===== src/rtl/apb_soc_pkg.sv =====
// SoC peripheral APB map shared by the peripheral arbiter and its address decoder.
// Rules are listed in peripheral index order; the index doubles as the slave select bit.
package apb_soc_pkg;

  localparam int unsigned NUM_APB_SLAVES = 7;

  localparam logic [31:0] FLL_BASE      = 32'h1A10_0000;
  localparam logic [31:0] HYAXICFG_BASE = 32'h1A10_1000;
  localparam logic [31:0] ADVTIMER_BASE = 32'h1A10_3000;
  localparam logic [31:0] PADFRAME_BASE = 32'h1A10_4000;
  localparam logic [31:0] GPIOS_BASE    = 32'h1A10_5000;
  localparam logic [31:0] SOCCTRL_BASE  = 32'h1A10_6000;
  localparam logic [31:0] UDMA_BASE     = 32'h1A20_0000;

  localparam logic [31:0] FLL_LEN      = 32'h0000_1000;
  localparam logic [31:0] HYAXICFG_LEN = 32'h0000_1000;
  localparam logic [31:0] ADVTIMER_LEN = 32'h0000_1000;
  localparam logic [31:0] PADFRAME_LEN = 32'h0000_1000;
  localparam logic [31:0] GPIOS_LEN    = 32'h0000_1000;
  localparam logic [31:0] SOCCTRL_LEN  = 32'h0000_1000;
  localparam logic [31:0] UDMA_LEN     = 32'h0002_2000;

  typedef struct packed {
    logic [2:0]  idx;
    logic [31:0] base;
    logic [31:0] length;
  } addr_map_rule_t;

  localparam addr_map_rule_t ADDR_MAP [NUM_APB_SLAVES] = '{
    '{3'd0, FLL_BASE,      FLL_LEN},
    '{3'd1, HYAXICFG_BASE, HYAXICFG_LEN},
    '{3'd2, ADVTIMER_BASE, ADVTIMER_LEN},
    '{3'd3, PADFRAME_BASE, PADFRAME_LEN},
    '{3'd4, GPIOS_BASE,    GPIOS_LEN},
    '{3'd5, SOCCTRL_BASE,  SOCCTRL_LEN},
    '{3'd6, UDMA_BASE,     UDMA_LEN}
  };

  typedef enum logic [1:0] {
    IDLE,
    SETUP,
    ACCESS,
    ERR
  } apb_state_e;

  // Half-open range test; the end address is formed in 32-bit unsigned arithmetic.
  function automatic logic addr_in_rule(input logic [31:0] addr, input addr_map_rule_t rule);
    logic [31:0] limit;
    limit = rule.base + rule.length;
    return (addr >= rule.base) && (addr < limit);
  endfunction

endpackage


===== src/rtl/apb_soc_addr_decode.sv =====
// Combinational search of the peripheral map; the lowest matching rule index wins.
module apb_soc_addr_decode
  import apb_soc_pkg::*;
(
  input  logic [31:0] addr,
  output logic [2:0]  idx,
  output logic        match
);

  always_comb begin
    idx   = '0;
    match = 1'b0;
    for (int i = NUM_APB_SLAVES - 1; i >= 0; i--) begin
      if (addr_in_rule(addr, ADDR_MAP[i])) begin
        idx   = ADDR_MAP[i].idx;
        match = 1'b1;
      end
    end
  end

endmodule


===== src/rtl/apb_soc_periph_arbiter.sv =====
// Two-requester round-robin APB arbiter for the SoC peripheral bus, with address
// decode, a SETUP/ACCESS sequencer and a watchdog that aborts hung accesses.
module apb_soc_periph_arbiter
  import apb_soc_pkg::*;
#(
  parameter int unsigned TIMEOUT_CYCLES = 255,
  parameter int unsigned NUM_MST        = 2,
  parameter int unsigned NUM_SLV        = NUM_APB_SLAVES
) (
  input  logic                       clk_i,
  input  logic                       rst_i,
  input  logic [NUM_MST-1:0]         m_psel_i,
  input  logic [NUM_MST-1:0]         m_penable_i,
  input  logic [NUM_MST-1:0][31:0]   m_paddr_i,
  input  logic [NUM_MST-1:0]         m_pwrite_i,
  input  logic [NUM_MST-1:0][31:0]   m_pwdata_i,
  output logic [NUM_MST-1:0][31:0]   m_prdata_o,
  output logic [NUM_MST-1:0]         m_pready_o,
  output logic [NUM_MST-1:0]         m_pslverr_o,
  output logic [NUM_SLV-1:0]         s_psel_o,
  output logic                       s_penable_o,
  output logic                       s_pwrite_o,
  output logic [31:0]                s_paddr_o,
  output logic [31:0]                s_pwdata_o,
  input  logic [NUM_SLV-1:0][31:0]   s_prdata_i,
  input  logic [NUM_SLV-1:0]         s_pready_i,
  input  logic [NUM_SLV-1:0]         s_pslverr_i
);

  localparam int unsigned CNT_W = $clog2(TIMEOUT_CYCLES + 1);

  apb_state_e       state_q, state_d;
  logic             last_q, last_d;
  logic             gnt_q, gnt_d;
  logic [31:0]      addr_q, addr_d;
  logic [31:0]      wdata_q, wdata_d;
  logic             write_q, write_d;
  logic [2:0]       idx_q, idx_d;
  logic [CNT_W-1:0] cnt_q, cnt_d;

  logic             arb_sel;
  logic [2:0]       dec_idx;
  logic             dec_match;
  logic [NUM_SLV-1:0] idx_oh;
  logic             slv_ready;
  logic             slv_err;
  logic [31:0]      slv_rdata;

  // A lone requester always wins; on a tie the one not served last time goes first.
  assign arb_sel = (&m_psel_i) ? ~last_q : m_psel_i[1];

  apb_soc_addr_decode u_decode (
    .addr  (m_paddr_i[arb_sel]),
    .idx   (dec_idx),
    .match (dec_match)
  );

  always_comb begin
    idx_oh    = '0;
    slv_ready = 1'b0;
    slv_err   = 1'b0;
    slv_rdata = '0;
    for (int i = 0; i < NUM_SLV; i++) begin
      if (idx_q == 3'(i)) begin
        idx_oh[i] = 1'b1;
        slv_ready = s_pready_i[i];
        slv_err   = s_pslverr_i[i];
        slv_rdata = s_prdata_i[i];
      end
    end
  end

  assign s_paddr_o  = addr_q;
  assign s_pwdata_o = wdata_q;
  assign s_pwrite_o = write_q;

  always_comb begin
    state_d     = state_q;
    last_d      = last_q;
    gnt_d       = gnt_q;
    addr_d      = addr_q;
    wdata_d     = wdata_q;
    write_d     = write_q;
    idx_d       = idx_q;
    cnt_d       = cnt_q;
    s_psel_o    = '0;
    s_penable_o = 1'b0;
    m_pready_o  = '0;
    m_pslverr_o = '0;
    m_prdata_o  = '0;

    unique case (state_q)
      IDLE: begin
        if (|m_psel_i) begin
          gnt_d   = arb_sel;
          last_d  = arb_sel;
          addr_d  = m_paddr_i[arb_sel];
          wdata_d = m_pwdata_i[arb_sel];
          write_d = m_pwrite_i[arb_sel];
          idx_d   = dec_idx;
          cnt_d   = '0;
          state_d = dec_match ? SETUP : ERR;
        end
      end
      SETUP: begin
        s_psel_o = idx_oh;
        state_d  = ACCESS;
      end
      ACCESS: begin
        s_psel_o    = idx_oh;
        s_penable_o = 1'b1;
        // Slave completion takes priority over a watchdog expiry in the same cycle.
        if (slv_ready) begin
          m_pready_o[gnt_q]  = 1'b1;
          m_pslverr_o[gnt_q] = slv_err;
          m_prdata_o[gnt_q]  = slv_rdata;
          state_d            = IDLE;
        end else if (cnt_q == CNT_W'(TIMEOUT_CYCLES - 1)) begin
          m_pready_o[gnt_q]  = 1'b1;
          m_pslverr_o[gnt_q] = 1'b1;
          cnt_d              = cnt_q + CNT_W'(1);
          state_d            = IDLE;
        end else begin
          cnt_d = cnt_q + CNT_W'(1);
        end
      end
      ERR: begin
        m_pready_o[gnt_q]  = 1'b1;
        m_pslverr_o[gnt_q] = 1'b1;
        state_d            = IDLE;
      end
      default: state_d = IDLE;
    endcase
  end

  // Reset drops any in-flight transfer silently; last=1 lets requester 0 win the first tie.
  always_ff @(posedge clk_i) begin
    if (rst_i) begin
      state_q <= IDLE;
      last_q  <= 1'b1;
      gnt_q   <= 1'b0;
      addr_q  <= '0;
      wdata_q <= '0;
      write_q <= 1'b0;
      idx_q   <= '0;
      cnt_q   <= '0;
    end else begin
      state_q <= state_d;
      last_q  <= last_d;
      gnt_q   <= gnt_d;
      addr_q  <= addr_d;
      wdata_q <= wdata_d;
      write_q <= write_d;
      idx_q   <= idx_d;
      cnt_q   <= cnt_d;
    end
  end

  for (genvar m = 0; m < NUM_MST; m++) begin : g_req_chk
    a_penable_needs_psel : assert property (@(posedge clk_i) disable iff (rst_i)
      m_penable_i[m] |-> m_psel_i[m]);
  end

endmodule


===== config.mk =====
export PLATFORM = sky130hd
export DESIGN_NAME = apb_soc_periph_arbiter
export DESIGN_NICKNAME = d
export VERILOG_FILES = /design/src/rtl/apb_soc_pkg.sv /design/src/rtl/apb_soc_addr_decode.sv /design/src/rtl/apb_soc_periph_arbiter.sv
export SDC_FILE = /design/constraint.sdc
export NUM_CORES = 1
export LEC_CHECK = 0
export ABC_AREA = 1
export CAP_MARGIN = 20
export CELL_PAD_IN_SITES_DETAIL_PLACEMENT = 0
export CELL_PAD_IN_SITES_GLOBAL_PLACEMENT = 1
export CORE_AREA = 2 2 198 200
export DETAILED_ROUTE_END_ITERATION = 10
export DIE_AREA = 0 0 200 202
export PLACE_DENSITY_LB_ADDON = 0.1
export SLEW_MARGIN = 20
export SYNTH_ARGS = -nofsm -noshare
export SYNTH_HDL_FRONTEND = slang
export SYNTH_SLANG_ARGS = --single-unit

===== constraint.sdc =====
create_clock -name clk_i -period 3.5 [get_ports clk_i]
set_clock_uncertainty 0.05 [all_clocks]
set_input_delay 0.35 -clock clk_i [delete_from_list [all_inputs] [get_ports clk_i]]
set_output_delay 0.35 -clock clk_i [all_outputs]
set_load 0.05 [all_outputs]

**Word-level counts from Yosys, hierarchy flattened**

Cells that the tools add are included.

- Register bits: 80
- Input port bits: 374
- Output and inout port bits: 141

- Add/sub/neg operators: 1
- $lt $le $gt $ge: 17
- Equality and inequality tests: 13
- Muxes and demuxes: 70
- Bitwise gates (word level): 3
- Reduce and logical (&&, ||, !) cells: 17

Operators with widths:

| cell | number |
|---|---|
| 32-bit 2-to-1 mux | 12 |
| 32-bit by 29-bit >= comparator with 1-bit output, second input constant | 7 |
| 32-bit by 29-bit less-than comparator with 1-bit output, second input constant | 7 |
| 64-bit 2-to-1 mux | 2 |
| 64-bit bitwise AND | 1 |
| 1-bit 2-to-1 mux | 33 |
| 32-bit demux with 1-bit select | 1 |
| 3-bit 2-to-1 mux | 7 |
| 8-bit 2-to-1 mux | 2 |
| 8-bit one-hot mux with 2 select lines | 1 |
| 2-bit 2-to-1 mux | 7 |
| 3-bit equality test, second input constant | 3 |
| 8-bit by 1-bit adder with 8-bit output, second input constant | 1 |
| 8-bit equality test, second input constant | 1 |
| 1-bit logical AND | 8 |
| 2-bit one-hot mux with 2 select lines | 2 |
| 2-bit one-hot mux with 4 select lines | 1 |
| 7-bit 2-to-1 mux | 1 |
| 3-bit by 2-bit equality test with 1-bit output, second input constant | 2 |
| 2-bit AND reduction | 3 |
| 2-bit equality test, second input constant | 2 |
| 1-bit by 2-bit less-than comparator with 1-bit output, second input constant | 2 |
| 2-bit != test, second input constant | 2 |
| 2-bit OR reduction | 2 |
| 11 further kinds | 11 |

**Longest topological paths before layout**

Gate-level depths: netlist (run 1).

- Depth in word-level cells: 16
- Depth in mapped cells: 17
- Gate-level depth less buffers: 17

**By module**

From an unflattened synthesis (run 1), not the netlist that was laid out.

- Cell total of the unflattened synthesis: 1149
- Area total of the unflattened synthesis: 6653.9 um^2

Modules (own cells, without submodules):

| module | times used | cells an instance | area each (um^2) |
|---|---|---|---|
| apb_soc_periph_arbiter | 1 | 1039 | 6105.9 |
| apb_soc_addr_decode | 1 | 110 | 548.0 |

**Worst setup path before layout (run 1)**

OpenSTA, ideal clock, no wires.

- Path type: flip-flop to output port
- From: reg state_q[0]
- To: out m_pslverr_o[0]
- Arrival: 3254 ps
- Data required time: 3100 ps
- Path slack: -154 ps
- Stages on the path, launching flop included: 7
- Buffers on the path: 1
- Cell sequence: dfxtp_1 -> inv_1 -> ha_1 -> clkbuf_1 -> a21oi_1 -> nor2_1 -> a21boi_0

- Longest elaborated chain between the ends: 2
- Elaborated cells between the ends (all ways): 3

Ends and longest elaborated chain:

| element | RTL line | source |
|---|---|---|
| start, declared | apb_soc_periph_arbiter.sv:32 | `apb_state_e state_q, state_d;` |
| start signal, assigned | apb_soc_periph_arbiter.sv:148 | `state_q <= state_d;` |
| 2-bit equality test | apb_soc_periph_arbiter.sv:92 | `unique case (state_q)` |
| 2-bit one-hot mux with 2 select lines * | apb_soc_periph_arbiter.sv:92 |  |
| end, declared | apb_soc_periph_arbiter.sv:19 | `output logic [NUM_MST-1:0] m_pslverr_o,` |

Every way passes the cells marked *; elsewhere a longest branch is shown, timed or not.

==> summary.md, run 1 <==
| Metric | Value |
|---|---|
| Status | `completed` |
| Total standard cell area after synthesis | `6201 sq um` |
| Synthesized Nets | `1407` |
| Number of vias per cell after detailed routing | `4.320` |
| Met2 routing resource usage after global routing | `32.89%` |
| Area leader, netlist | `sky130_fd_sc_hd__dfxtp_1` |
| Post-synth top area share | `25.83%` |
| Resized Gates After CTS | `0` |
| Die height | `202 um` |
| Area inside the core boundary | `38290 sq um` |
| H-tree level count | `3` |
| Seq cells post-synth | `80` |
| Setup TNS | `0 ns` |
| Core Util, Final | `33.82%` |
| RSZ-0062 raised after global routing | `false` |
| Die Wd | `200 um` |
| Biggest area contributors in the synthesized netlist | `sky130_fd_sc_hd__dfxtp_1 (26%), sky130_fd_sc_hd__nand2_1 (15%), sky130_fd_sc_hd__o21ai_0 (11%), sky130_fd_sc_hd__nor2_1 (8.1%), sky130_fd_sc_hd__nand3_1 (5.1%)` |
| Number of nets in the layout | `1885` |
| Arrival time worst endpoint | `2.84 ns` |
| Average wire per standard cell | `18.82 um` |
| Clock sink count | `80` |
| Overall track demand over capacity in global routing | `18.12%` |
| Overall overflow remaining after global route | `0` |
| Syn_area_per_cell | `6.044 sq um` |
| Clock root cell | `sky130_fd_sc_hd__clkbuf_16` |
| Max Clock Freq | `0.3082 GHz` |
| Clock Path Buffers | `2` |
| Power Dens Cells | `522.4 nW/um^2` |
| Leakage power | `4.922 nW` |
| Post-route fraction of the period consumed by the critical path | `92.70%` |
| Most heavily used metal layer in global routing | `met2` |
| Number of antenna violations at the first check in global routing | `10` |
| Ys Warns | `0` |
| Power consumption | `6.765 mW` |
| Proportion of layout cells with a drive suffix above 1 | `10.93%` |
| Layout overhead on the synthesized area | `108.8%` |
| Pre-antenna DRT Iters | `4` |
| Gate Count Post-Synth | `1026` |
| Required time of the critical path | `3.10 ns` |
| Register area share after synthesis | `25.83%` |
| DPL Wire Length | `30740 um` |
| Crit Path Max Fanout | `15` |
| Post-DP Area | `12600 sq um` |
| Vias in the first global route | `8677` |
| Post-Layout Inst Area | `12950 sq um` |
| Total DRC errors in the routed layout | `0` |
| Row count | `72` |
| Final GP Congestion | `0.8293` |
| Fraction of met1 tracks used by global routing | `20.02%` |
| Reg clk slew, reported paths | `0.07 ns` |
| Standard cell with the maximum stage delay on the critical path | `sky130_fd_sc_hd__dfxtp_1` |
| Worst stage delay on the critical path | `0.54 ns` |
| Maximum number of pins on one net before global-route repair | `133` |
| Drt initial violations | `285` |
| Transition time of the tightest slew-check pin | `0.6403 ns` |
| Most frequent cells in the layout | `sky130_fd_sc_hd__clkdlybuf4s50_1 (442), sky130_fd_sc_hd__nand2_1 (252), sky130_fd_sc_hd__o21ai_0 (139)` |
| Clock network latency to the later pin of the worst-skew pair | `0.34 ns` |
| Shortest period the worst path allows | `3.244 ns` |
| Die footprint | `40400 sq um` |
| Count of maximum capacitance violations | `0` |
| Worst Hold Margin | `0.4466 ns` |
| Initial core utilization | `16.20%` |
| Ports placed on the boundary | `515` |
| Critical-path cell list | `inv_1 -> nor2_1 -> inv_2 -> nor2_4 -> nand2_1 -> nand4_1 -> nor2_2 -> inv_2 -> nand2_1 -> buf_4 -> nor2_1 -> buf_12` |
| Startpoint type of the worst setup path | `register` |
| Tightest slew margin relative to the limit | `57.18%` |
| Final Hold Fails | `0` |
| Via total after detailed routing | `8778` |
| Synth cell types | `36` |
| Global-route wire length before repair | `55100 um` |
| Count of endpoints failing setup in the final report | `0` |
| Number of port buffers | `512` |
| Type of the tightest min-delay check | `reg2reg` |
| Max rail drop VDD | `0.4443 mV` |
| Worst Path Class, Setup | `reg2out` |
| Met3 Usage GRT | `6.424%` |
| Wire length after detailed routing | `38250 um` |
| Most frequent standard cell in the layout excluding fill and tap cells | `sky130_fd_sc_hd__clkdlybuf4s50_1` |
| CTS tree | `built` |
| Endpoint class of the critical path | `output pin` |
| Number of filler instances in the final layout | `4125` |
| Final slew viol count | `0` |
| Post-detailed-route count of antenna-violating nets | `0` |
| Cts bufs inserted | `9` |
through the flow:
step           worst slack (ns)  instances
2_1_floorplan            0.1952       1026
3_3_place_gp             0.4907       2009
3_5_place_dp             0.4524       2009
4_1_cts                  0.1012       2025
5_1_grt                 0.01210       2031
6_report                 0.2556       2032
power by group:
part	switching, mW	internal, mW	total [mW]	leakage (nW)
clock	0.421	0.627	1.05	0.156
sequential	0.165	1.24	1.40	0.662
combinational	2.73	1.59	4.31	4.10
metal layers:
layer / wire length (um) / part of all wire [%]
met2: 19240 / 50
met4: 406 / 1.1
met5: 39 / 0.10
met1: 14710 / 38
met3: 3847 / 10
synth_stat cells:
library cell               number
sky130_fd_sc_hd__o21bai_1       1
sky130_fd_sc_hd__nor3_2         3
sky130_fd_sc_hd__nor2_2         8
sky130_fd_sc_hd__a221oi_1      33
sky130_fd_sc_hd__nand2_1      252
sky130_fd_sc_hd__inv_2          9
sky130_fd_sc_hd__buf_4          3
sky130_fd_sc_hd__a21boi_0       2
sky130_fd_sc_hd__o21ai_1        3
sky130_fd_sc_hd__a21oi_1       36
sky130_fd_sc_hd__o21ai_0      139
sky130_fd_sc_hd__nand2_2        9
sky130_fd_sc_hd__dfxtp_1       80
sky130_fd_sc_hd__nand3b_1       7
sky130_fd_sc_hd__ha_1           7
sky130_fd_sc_hd__a211oi_1       2
sky130_fd_sc_hd__xor2_1         1
sky130_fd_sc_hd__or2_1          1
sky130_fd_sc_hd__buf_6          4
sky130_fd_sc_hd__nand3_4        1
sky130_fd_sc_hd__nor2_4         3
sky130_fd_sc_hd__buf_2         10
sky130_fd_sc_hd__nand3_2        4
sky130_fd_sc_hd__inv_1         50
sky130_fd_sc_hd__nand2_4        1
sky130_fd_sc_hd__o211ai_1      33
sky130_fd_sc_hd__a31oi_1       46
sky130_fd_sc_hd__o21a_1         1
sky130_fd_sc_hd__clkbuf_1      58
sky130_fd_sc_hd__buf_1          3
sky130_fd_sc_hd__o21ai_2        2
sky130_fd_sc_hd__nor2_1       134
sky130_fd_sc_hd__nor4_1         2
sky130_fd_sc_hd__nor3_1         9
sky130_fd_sc_hd__nand4_1        6
sky130_fd_sc_hd__nand3_1       63
worst paths after layout:
path	endpoint	slack, ns	startpoint	depth (start not counted)
setup reg to reg	idx_q[2]$_SDFFE_PP0P_	1.07	last_q$_SDFFE_PP1P_	12
hold reg to reg	last_q$_SDFFE_PP1P_	0.45	last_q$_SDFFE_PP1P_	2
setup / recovery	m_prdata_o[6]	0.26	idx_q[2]$_SDFFE_PP0P_	12
hold / removal	last_q$_SDFFE_PP1P_	0.45	last_q$_SDFFE_PP1P_	2
timing repair:
| action | 4_1_cts | 5_1_grt |
|---|---|---|
| setup buffers | 0 | 2 |
| hold buffers | 0 | 0 |
| setup endpoints to repair | 0 | 26 |
kinds of logic after synthesis:
| group | synth area share, % |
|---|---|
| compound gates | 28.67 |
| xor+xnor | 0.1413 |
| fa+ha+maj | 1.412 |
| flops | 25.83 |
| simple gates | 34.79 |
| buf+inv | 9.161 |
area by class of cell:
class | instances | area [sq um] | area share [%]
antenna | 5 | 12.51 | 0.09662
clock buffer | 9 | 225.2 | 1.739
clock inverter | 7 | 95.09 | 0.7343
inverter | 59 | 221.5 | 1.710
multi-input combinational | 809 | 4071 | 31.44
sequential | 80 | 1603 | 12.38
tap | 518 | 648.1 | 5.005
timing repair buffer | 545 | 6073 | 46.90
worst max-delay path: cells and delay by family, from the launching register on:
kind                   cells  cell delay (ns)
and+or+nand+nor            7             1.17
buffers and inverters      5             0.79
DFF                        1             0.54
flip-flops by register name, summed over array words and instances, names as in the netlist:
name and cells:
s_pwrite_o 1, last_q 1, s_pwdata_o 32, s_paddr_o 32
state_q 2, cnt_q 8, idx_q 3, gnt_q 1
(Power assumes the default switching activity.)
==> inputs of run 2 (changes only) <==
- ABC_CLOCK_PERIOD_IN_PS: default -> 3500
==> results of run 2 <==
No change in the layout: final DEF, timing and power equal those of run 1.
==> inputs of run 3 (changes only) <==
- ABC_CLOCK_PERIOD_IN_PS: 3500 -> 3400
- CORE_AREA: 2 2 198 200 -> 2 2 202 204
- DIE_AREA: 0 0 200 202 -> 0 0 204 206
- clock period: 3.5 -> 3.4 ns (I/O delays scaled with it)
==> run 3 against run 2 <==
Against the previous run:
- die area rose by 4.0%
- critical path depth unchanged
- cell count up 0.15%
- clock power decreased by 12%
- via count shrank 0.31%
- register-to-register slack worse by 0.07 ns
- clock-buffer cell count grew 2
- first-iteration DRC count up 33%
- core utilization down 3.9 points
- flip-flop and latch count unchanged
- largest power group unchanged
==> summary.md, run 3 (synthesis results as in run 1) <==
| Metric | Value |
|---|---|
| Status | `completed` |
| Number of nets in the layout | `1878` |
| Number of port buffers | `512` |
| Maximum number of pins on one net before global-route repair | `133` |
| Global-route wire length before repair | `53880 um` |
| Overall overflow remaining after global route | `0` |
| Max rail drop VDD | `0.4227 mV` |
| Type of the tightest min-delay check | `reg2reg` |
| Tightest slew margin relative to the limit | `56.41%` |
| Layout overhead on the synthesized area | `94.09%` |
| Required time of the critical path | `3.01 ns` |
| Wire length on met1 | `14700 um` |
| Standard cell with the maximum stage delay on the critical path | `sky130_fd_sc_hd__dfxtp_1` |
| Post-route fraction of the period consumed by the critical path | `92.78%` |
| CTS tree | `built` |
| Clock sink count | `80` |
| Wire length after detailed routing | `37110 um` |
| Post-detailed-route count of antenna-violating nets | `0` |
| DPL Wire Length | `29590 um` |
| Cts bufs inserted | `9` |
| Top metal layer carrying routed signals | `met4` |
| Most frequent cells in the layout | `sky130_fd_sc_hd__clkdlybuf4s50_1 (443), sky130_fd_sc_hd__nand2_1 (252), sky130_fd_sc_hd__o21ai_0 (139)` |
| Transition time of the tightest slew-check pin | `0.6519 ns` |
| Met2 wirelength from detailed routing | `18390 um` |
| Die footprint | `42020 sq um` |
| Total DRC errors in the routed layout | `0` |
| Depth of the worst hold-timing path | `2` |
| Pre-antenna DRT Iters | `5` |
| Top cell family by delay on the critical path | `simple AND/OR/NAND/NOR gates` |
| Final GP Congestion | `0.7652` |
| Final slew viol count | `0` |
| Number of vias per cell after detailed routing | `4.300` |
| Startpoint type of the worst setup path | `register` |
| Clock root cell | `sky130_fd_sc_hd__clkbuf_16` |
| Vias in the first global route | `8624` |
| Row count | `74` |
| Arrival time worst endpoint | `2.76 ns` |
| Initial core utilization | `15.43%` |
| Core Util, Final | `29.95%` |
| R2R Setup Slk | `1.00 ns` |
| Worst Path Class, Setup | `reg2out` |
| Clock Path Buffers | `2` |
| Power Dens Cells | `548.8 nW/um^2` |
| Average wire per standard cell | `18.24 um` |
| Buf/Inv on CP | `5` |
| Shortest period the worst path allows | `3.155 ns` |
| Via total after detailed routing | `8751` |
| Drt initial violations | `379` |
| Endpoint class of the critical path | `output pin` |
| Crit Path Max Fanout | `32` |
| H-tree level count | `3` |
| Clock network latency to the later pin of the worst-skew pair | `0.35 ns` |
| Ports placed on the boundary | `515` |
| Setup TNS | `0 ns` |
| Critical-path cell list | `inv_1 -> nor2_1 -> inv_2 -> nor2_4 -> nand2_1 -> nand4_1 -> nor2_2 -> inv_2 -> nand2_1 -> buf_4 -> nor2_1 -> buf_4` |
| Die Wd | `204 um` |
| Number of antenna violations at the first check in global routing | `3` |
| Area inside the core boundary | `40180 sq um` |
| Die height | `206 um` |
| Most frequent standard cell in the layout excluding fill and tap cells | `sky130_fd_sc_hd__clkdlybuf4s50_1` |
| Proportion of layout cells with a drive suffix above 1 | `10.33%` |
| Reg clk slew, reported paths | `0.06 ns` |
| Count of endpoints failing setup in the final report | `0` |
| Worst path depth | `12` |
| Max Clock Freq | `0.3170 GHz` |
| Count of maximum capacitance violations | `0` |
| Number of cells on the worst reg-to-reg path | `13` |
| Overall track demand over capacity in global routing | `16.88%` |
| Worst stage delay on the critical path | `0.49 ns` |
| Leakage power | `4.683 nW` |
| RSZ-0062 raised after global routing | `false` |
| Quantity of hold-fixing buffers added after cts | `0` |
| Met3 WL | `3457 um` |
| Final Hold Fails | `0` |
run 3: layout make-up:
cell class | count | area, sq um
Fill cell | 4432 | 28150
Timing Repair Buffer | 538 | 5214
Multi-Input combinational cell | 809 | 4061
Sequential cell | 80 | 1603
Tap cell | 532 | 665.6
Clock buffer | 11 | 242.7
Inverter | 59 | 221.5
Clock inverter | 3 | 20.02
Antenna cell | 3 | 7.507
run 3: timing repair:
item | CTS | global route
endpoints found under the hold margin | 0 | 0
resized for setup | 0 | 1
setup endpoints to repair | 0 | 2
buffers inserted | 0 | 0
run 3: metal layers:
| metal | GRT usage [%] | up-vias |
|---|---|---|
| li1 | - | 4458 |
| met1 | 19.24 | 3949 |
| met2 | 29.93 | 320 |
| met3 | 5.818 | 24 |
| met4 | 4.503 | 0 |
| met5 | 0 | - |
run 3: worst paths after layout:
path                               from                     to
hold reg to reg     last_q$_SDFFE_PP1P_    last_q$_SDFFE_PP1P_
setup reg to reg  idx_q[2]$_SDFFE_PP0P_  cnt_q[6]$_SDFFE_PP0P_
hold / removal      last_q$_SDFFE_PP1P_    last_q$_SDFFE_PP1P_
setup / recovery  idx_q[2]$_SDFFE_PP0P_         m_prdata_o[16]
run 3: worst reg2reg max path: cells and delay by family (launching register included):
| kind | cells | cell delay (ns) |
|---|---|---|
| compound gates | 1 | 0.21 |
| buf+inv | 3 | 0.44 |
| flops | 1 | 0.49 |
| simple gates | 9 | 1.11 |
run 3: where the power goes:
part	internal [mW]	switching, mW
clock network	0.506	0.415
registers	1.27	0.178
logic	1.46	2.77
run 3: per-stage QoR:
step / hold slack [ns] / power, mW / cell area, sq um / cells / worst slack [ns]
detailed placement: 0.4200 / 5.754 / 11760 / 2018 / 0.3864
global route: 0.4557 / 7.041 / 12040 / 2035 / 0.05278
floorplan: 0.3986 / 4.068 / 6201 / 1026 / 0.1052
CTS: 0.4354 / 6.721 / 12020 / 2032 / 0.01163
global placement: 0.4092 / 5.770 / 11760 / 2018 / 0.3850
finish: 0.4294 / 6.605 / 12040 / 2035 / 0.2454
